===== src/rtl/rs232_rx_buffer.sv =====
// Receive byte FIFO behind quick_rs232: stores {err, data} per received byte,
// gives registered reads, sticky overflow and hysteretic rx_ready flow control.
module rs232_rx_buffer #(
    parameter int DATA_WIDTH     = 8,
    parameter int DEPTH          = 16,
    parameter int ADDR_WIDTH     = 4,
    parameter int HIGH_WATERMARK = 12,
    parameter int LOW_WATERMARK  = 4
) (
    input  logic                  clk,
    input  logic                  rst,
    input  logic [DATA_WIDTH-1:0] in_data,
    input  logic                  in_err,
    input  logic                  in_valid,
    input  logic                  rd_en,
    output logic [DATA_WIDTH-1:0] rd_data,
    output logic                  rd_err,
    output logic                  rd_valid,
    output logic                  empty,
    output logic                  full,
    output logic [ADDR_WIDTH:0]   level,
    output logic                  overflow,
    input  logic                  ovf_clear,
    output logic                  rx_ready
);

    localparam int ENTRY_W = DATA_WIDTH + 1;
    localparam logic [ADDR_WIDTH:0] DEPTH_LVL = (ADDR_WIDTH+1)'(DEPTH);
    localparam logic [ADDR_WIDTH:0] HIGH_LVL  = (ADDR_WIDTH+1)'(HIGH_WATERMARK);
    localparam logic [ADDR_WIDTH:0] LOW_LVL   = (ADDR_WIDTH+1)'(LOW_WATERMARK);

    typedef enum logic {
        ST_READY = 1'b0,
        ST_HOLD  = 1'b1
    } fc_state_t;

    logic [ENTRY_W-1:0]    mem [DEPTH];
    logic [ADDR_WIDTH-1:0] wr_ptr;
    logic [ADDR_WIDTH-1:0] rd_ptr;
    logic [ADDR_WIDTH:0]   level_next;
    logic                  wr_ok;
    logic                  rd_ok;
    fc_state_t             state;
    fc_state_t             state_next;

    // Acceptance uses the registered (pre-update) full/empty flags.
    assign wr_ok = in_valid && !full;
    assign rd_ok = rd_en && !empty;

    always_comb begin
        level_next = level;
        case ({wr_ok, rd_ok})
            2'b10:   level_next = level + (ADDR_WIDTH+1)'(1);
            2'b01:   level_next = level - (ADDR_WIDTH+1)'(1);
            default: level_next = level;
        endcase
    end

    // Storage is intentionally not reset; the level counter defines validity.
    always_ff @(posedge clk) begin
        if (wr_ok) begin
            mem[wr_ptr] <= {in_err, in_data};
        end
    end

    always_ff @(posedge clk or negedge rst) begin
        if (!rst) begin
            wr_ptr   <= '0;
            rd_ptr   <= '0;
            level    <= '0;
            empty    <= 1'b1;
            full     <= 1'b0;
            rd_data  <= '0;
            rd_err   <= 1'b0;
            rd_valid <= 1'b0;
            overflow <= 1'b0;
        end else begin
            level    <= level_next;
            empty    <= (level_next == '0);
            full     <= (level_next == DEPTH_LVL);
            rd_valid <= rd_ok;
            if (wr_ok) begin
                wr_ptr <= wr_ptr + ADDR_WIDTH'(1);
            end
            if (rd_ok) begin
                {rd_err, rd_data} <= mem[rd_ptr];
                rd_ptr            <= rd_ptr + ADDR_WIDTH'(1);
            end
            if (in_valid && full) begin
                overflow <= 1'b1;
            end else if (ovf_clear) begin
                overflow <= 1'b0;
            end
        end
    end

    always_ff @(posedge clk or negedge rst) begin
        if (!rst) begin
            state <= ST_READY;
        end else begin
            state <= state_next;
        end
    end

    always_comb begin
        state_next = state;
        case (state)
            ST_READY: if (level_next >= HIGH_LVL) state_next = ST_HOLD;
            ST_HOLD:  if (level_next <= LOW_LVL)  state_next = ST_READY;
            default:  state_next = ST_READY;
        endcase
    end

    assign rx_ready = (state == ST_READY);

endmodule


===== config.mk =====
export PLATFORM = sky130hd
export DESIGN_NAME = rs232_rx_buffer
export DESIGN_NICKNAME = d
export VERILOG_FILES = /design/src/rtl/rs232_rx_buffer.sv
export SDC_FILE = /design/constraint.sdc
export NUM_CORES = 1
export LEC_CHECK = 0
export CAP_MARGIN = 20
export CORE_UTILIZATION = 30
export DETAILED_ROUTE_END_ITERATION = 8
export DONT_BUFFER_PORTS = 1
export PLACE_DENSITY = 0.53
export SYNTH_ARGS = -nofsm -noshare
export SYNTH_HDL_FRONTEND = slang
export SYNTH_SLANG_ARGS = --single-unit
export TNS_END_PERCENT = 10

===== constraint.sdc =====
create_clock -name clk -period 6 [get_ports clk]
set_input_delay 0.3 -clock clk [delete_from_list [all_inputs] [get_ports clk]]
set_output_delay 0.3 -clock clk [all_outputs]
set_load 0.1 [all_outputs]

==> results_dict.tcl <==
set metrics [dict create \
    status "finished clean" \
    cts.path.max_buffers 2 \
    power.share.clock 0.269 \
    slew_violations 0 \
    first_iter_violations 287 \
    cts-root-buf "clkbuf_16" \
    initial_core_util 0.307 \
    synthMuxAreaShare 0.151 \
    clock_latency_ps 420 \
    synth.distinct_cells 41 \
    syn_inst 371 \
    r2r_slack_ps 2340 \
    ys_ff_latch 171 \
    numCtsBuffers 17 \
    synthAdderAreaFrac 0.0126 \
    p_seq_frac 0.464 \
    grt_pass1_vias 3451 \
    combPwrFrac 0.267 \
    postCtsResizedCells 0 \
    leakage_uw 0.00269 \
    grt_overflow 0 \
    gp_congestion 0.794 \
    p_per_area_nw_per_um2 529 \
    vias_per_cell 4.94 \
    cts_tree "done" \
    synthFlopType "edfxtp_1" \
    multi_input_area_um2 1810 \
    synth_nets 392 \
    synth_top_family_by_area "multiplexers" \
    synth-compound-area-share 0.0230 \
    die_x_um 154 \
    post_cts_buffers 0 \
    drc_errors 0 \
    ant_nets 0 \
    cts_sinks 171 \
    end_kind "flop" \
    ys_warn_count 0 \
    setup_viol 0 \
    hold_violations 0 \
    finalCriticalPeriod_ps 3660 \
    syn_area_per_cell_um2 18.8 \
    grt_pass1_wl_mm 22.2 \
    seq_area_frac_synth 0.718 \
    drv_cap 0 \
    regArea_um2 5000 \
    synth_edf_count 144 \
    antenna_found_initial 0 \
    yosysTopAreaCell "edfxtp_1" \
    layout.nets 410 \
    diodes 0 \
    dieArea_um2 23800 \
    holdCritPathClass "input port to asynchronous set/reset pin" \
    drive_gt1_frac 0.194 \
    clock.fmax_ghz 0.273 \
    path_class "flop to flop" \
    cts.clk_slew.worst_paths_ps 70 \
    switching_power_uw 1590 \
    num_io_pins 33 \
    p_int_uw 2640 \
    fin_skew_ps 9.43 \
    numPortBuffers 0 \
    fp-row-count 55 \
    netlist.area_leader.share 0.621 \
    syn2layout_area_growth_pct 14.7 \
    coreArea_um2 22700 \
    slew-limit-headroom 0.268 \
    h-tree-depth 4 \
    startpoint_type "flop" \
    setup_tns_ps 0 \
    netlist_area_um2 6960 \
    ctsHoldBuffers 13 \
    synth_commonest_cells "edfxtp_1 (144), nand2_1 (38), mux4_2 (37), dfrtp_1 (26), and2_1 (18)" \
    cp.arrival_ps 4000 \
    yosysMostFrequentCell "edfxtp_1" \
    tightest_slew_ps 1100 \
    drt-total-wl_mm 14.7 \
    synth_xor_xnor_area_share 0.0151 \
    synth-simple-area-share 0.0579 \
    vias 3397 \
    grt_max_degree 40 \
    grt_usage 0.130 \
    required_ps 6340 \
    synth.area.top_cells "edfxtp_1 (62%), mux4_2 (12%), dfrtp_1 (9.3%)" \
    p_sw_frac 0.376 \
    hpwl_mm 8.74 \
    fillers 2127 \
    grt_setup_unrepaired "no" \
    async_flop_share 0.158 \
    chipHeight_um 154 \
    peakVddDrop_mv 0.191 \
    crit_fanout 18 \
    min_period_over_period 0.609 \
    post_drt_wl_per_cell_um 21.4 \
    totalPowerFinal_uw 4220 \
    firstDrtPassIters 6 \
]
cells by family after synthesis:
logic type,Yosys count
buffers and inverters,28
flip-flops,171
adder cells (fa/ha/maj),7
AO/OA/AOI/OAI,25
AND/OR/NAND/NOR,82
multiplexers,46
XOR/XNOR,12
area by class of cell:
type	instances	share of cell area
clock inverter	15	0.0230
clock buffer	17	0.0533
inverter	10	0.00470
tap	285	0.0446
timing repair buffer	17	0.0213
sequential	171	0.626
multi-input combinational	172	0.227
power by group through the flow:
stage / Combinational (uW) / Clock (uW) / Sequential, uW
2_1_floorplan: 862 / 0 / 1960
3_3_place_gp: 1110 / 0 / 1980
3_5_place_dp: 1120 / 0 / 1990
4_1_cts: 1150 / 1160 / 1960
5_1_grt: 1220 / 1210 / 1980
6_report: 1130 / 1140 / 1960
routing by layer:
metal,track usage,share of wire
met1,0.172,0.46
met2,0.209,0.49
met4,0.0457,0.013
met3,0.0314,0.039
met5,0,0
through the flow:
step	hold slack, ps	instances	instance area (um^2)	setup WS, ps	util
2_1_floorplan	4.41	371	6960	3180	-
5_1_grt	324	687	7990	2070	0.352
6_report	312	687	7990	2340	0.352
3_5_place_dp	4.82	642	7240	2400	0.319
4_1_cts	289	687	7990	2380	0.352
3_3_place_gp	4.98	642	7240	2500	0.319
critical path, cell delays in order, from the launching register on:
cell      delay [ps]
dfstp_2          860
nand2b_1         600
inv_2            280
nand2_1          230
xnor2_1          140
ha_1             250
inv_1             90
nor3_1           200
a32oi_1           90
a221oi_1         350
xnor2_1          200
inv_1             90
nor3_1           190
sequential cells by signal (all words and copies together) (netlist names):
signal and flops:
rd_data 8, mem 144, rd_err 1, rd_valid 1, empty 1, wr_ptr 4
level 5, full 1, rd_ptr 4, overflow 1, state 1
path summary, 6_finish.rpt:
path,startpoint,end,depth (start not counted)
min reg2reg,wr_ptr[3],wr_ptr[3],1
max,empty,empty,12
max in group asynchronous,rst,empty,2
min in group clk,in_valid,wr_ptr[0],2
max reg2reg,empty,empty,12
min,rst,full,2
placed cells by master (no fill, tap or decap), types with 2 or more instances in the layout:
cell           Yosys  routed
a22oi_1            2       2
mux4_1             8       8
xnor2_1           11      11
a21boi_0           2       2
nor3_1             7       7
clkinv_1           0       2
nand4_1            3       3
buf_4              0       4
mux4_2            37      37
dlygate4sd3_1      0      12
inv_6              0       5
a21o_1             2       2
clkbuf_16          0      17
nand4b_1           2       2
bufinv_16          0       3
a21oi_1            3       3
inv_8              0       2
a32oi_1            2       2
and2_1            18      18
dfrtp_1           26      25
o21ai_0            8       8
clkinvlp_4         0       2
nor2_1             5       5
nand2_1           38      38
inv_2              2       2
a31oi_1            2       2
edfxtp_1         144     144
inv_1              8       8
and3_1             2       2
ha_1               7       7
Note: power is estimated with default switching activity, not from simulation.
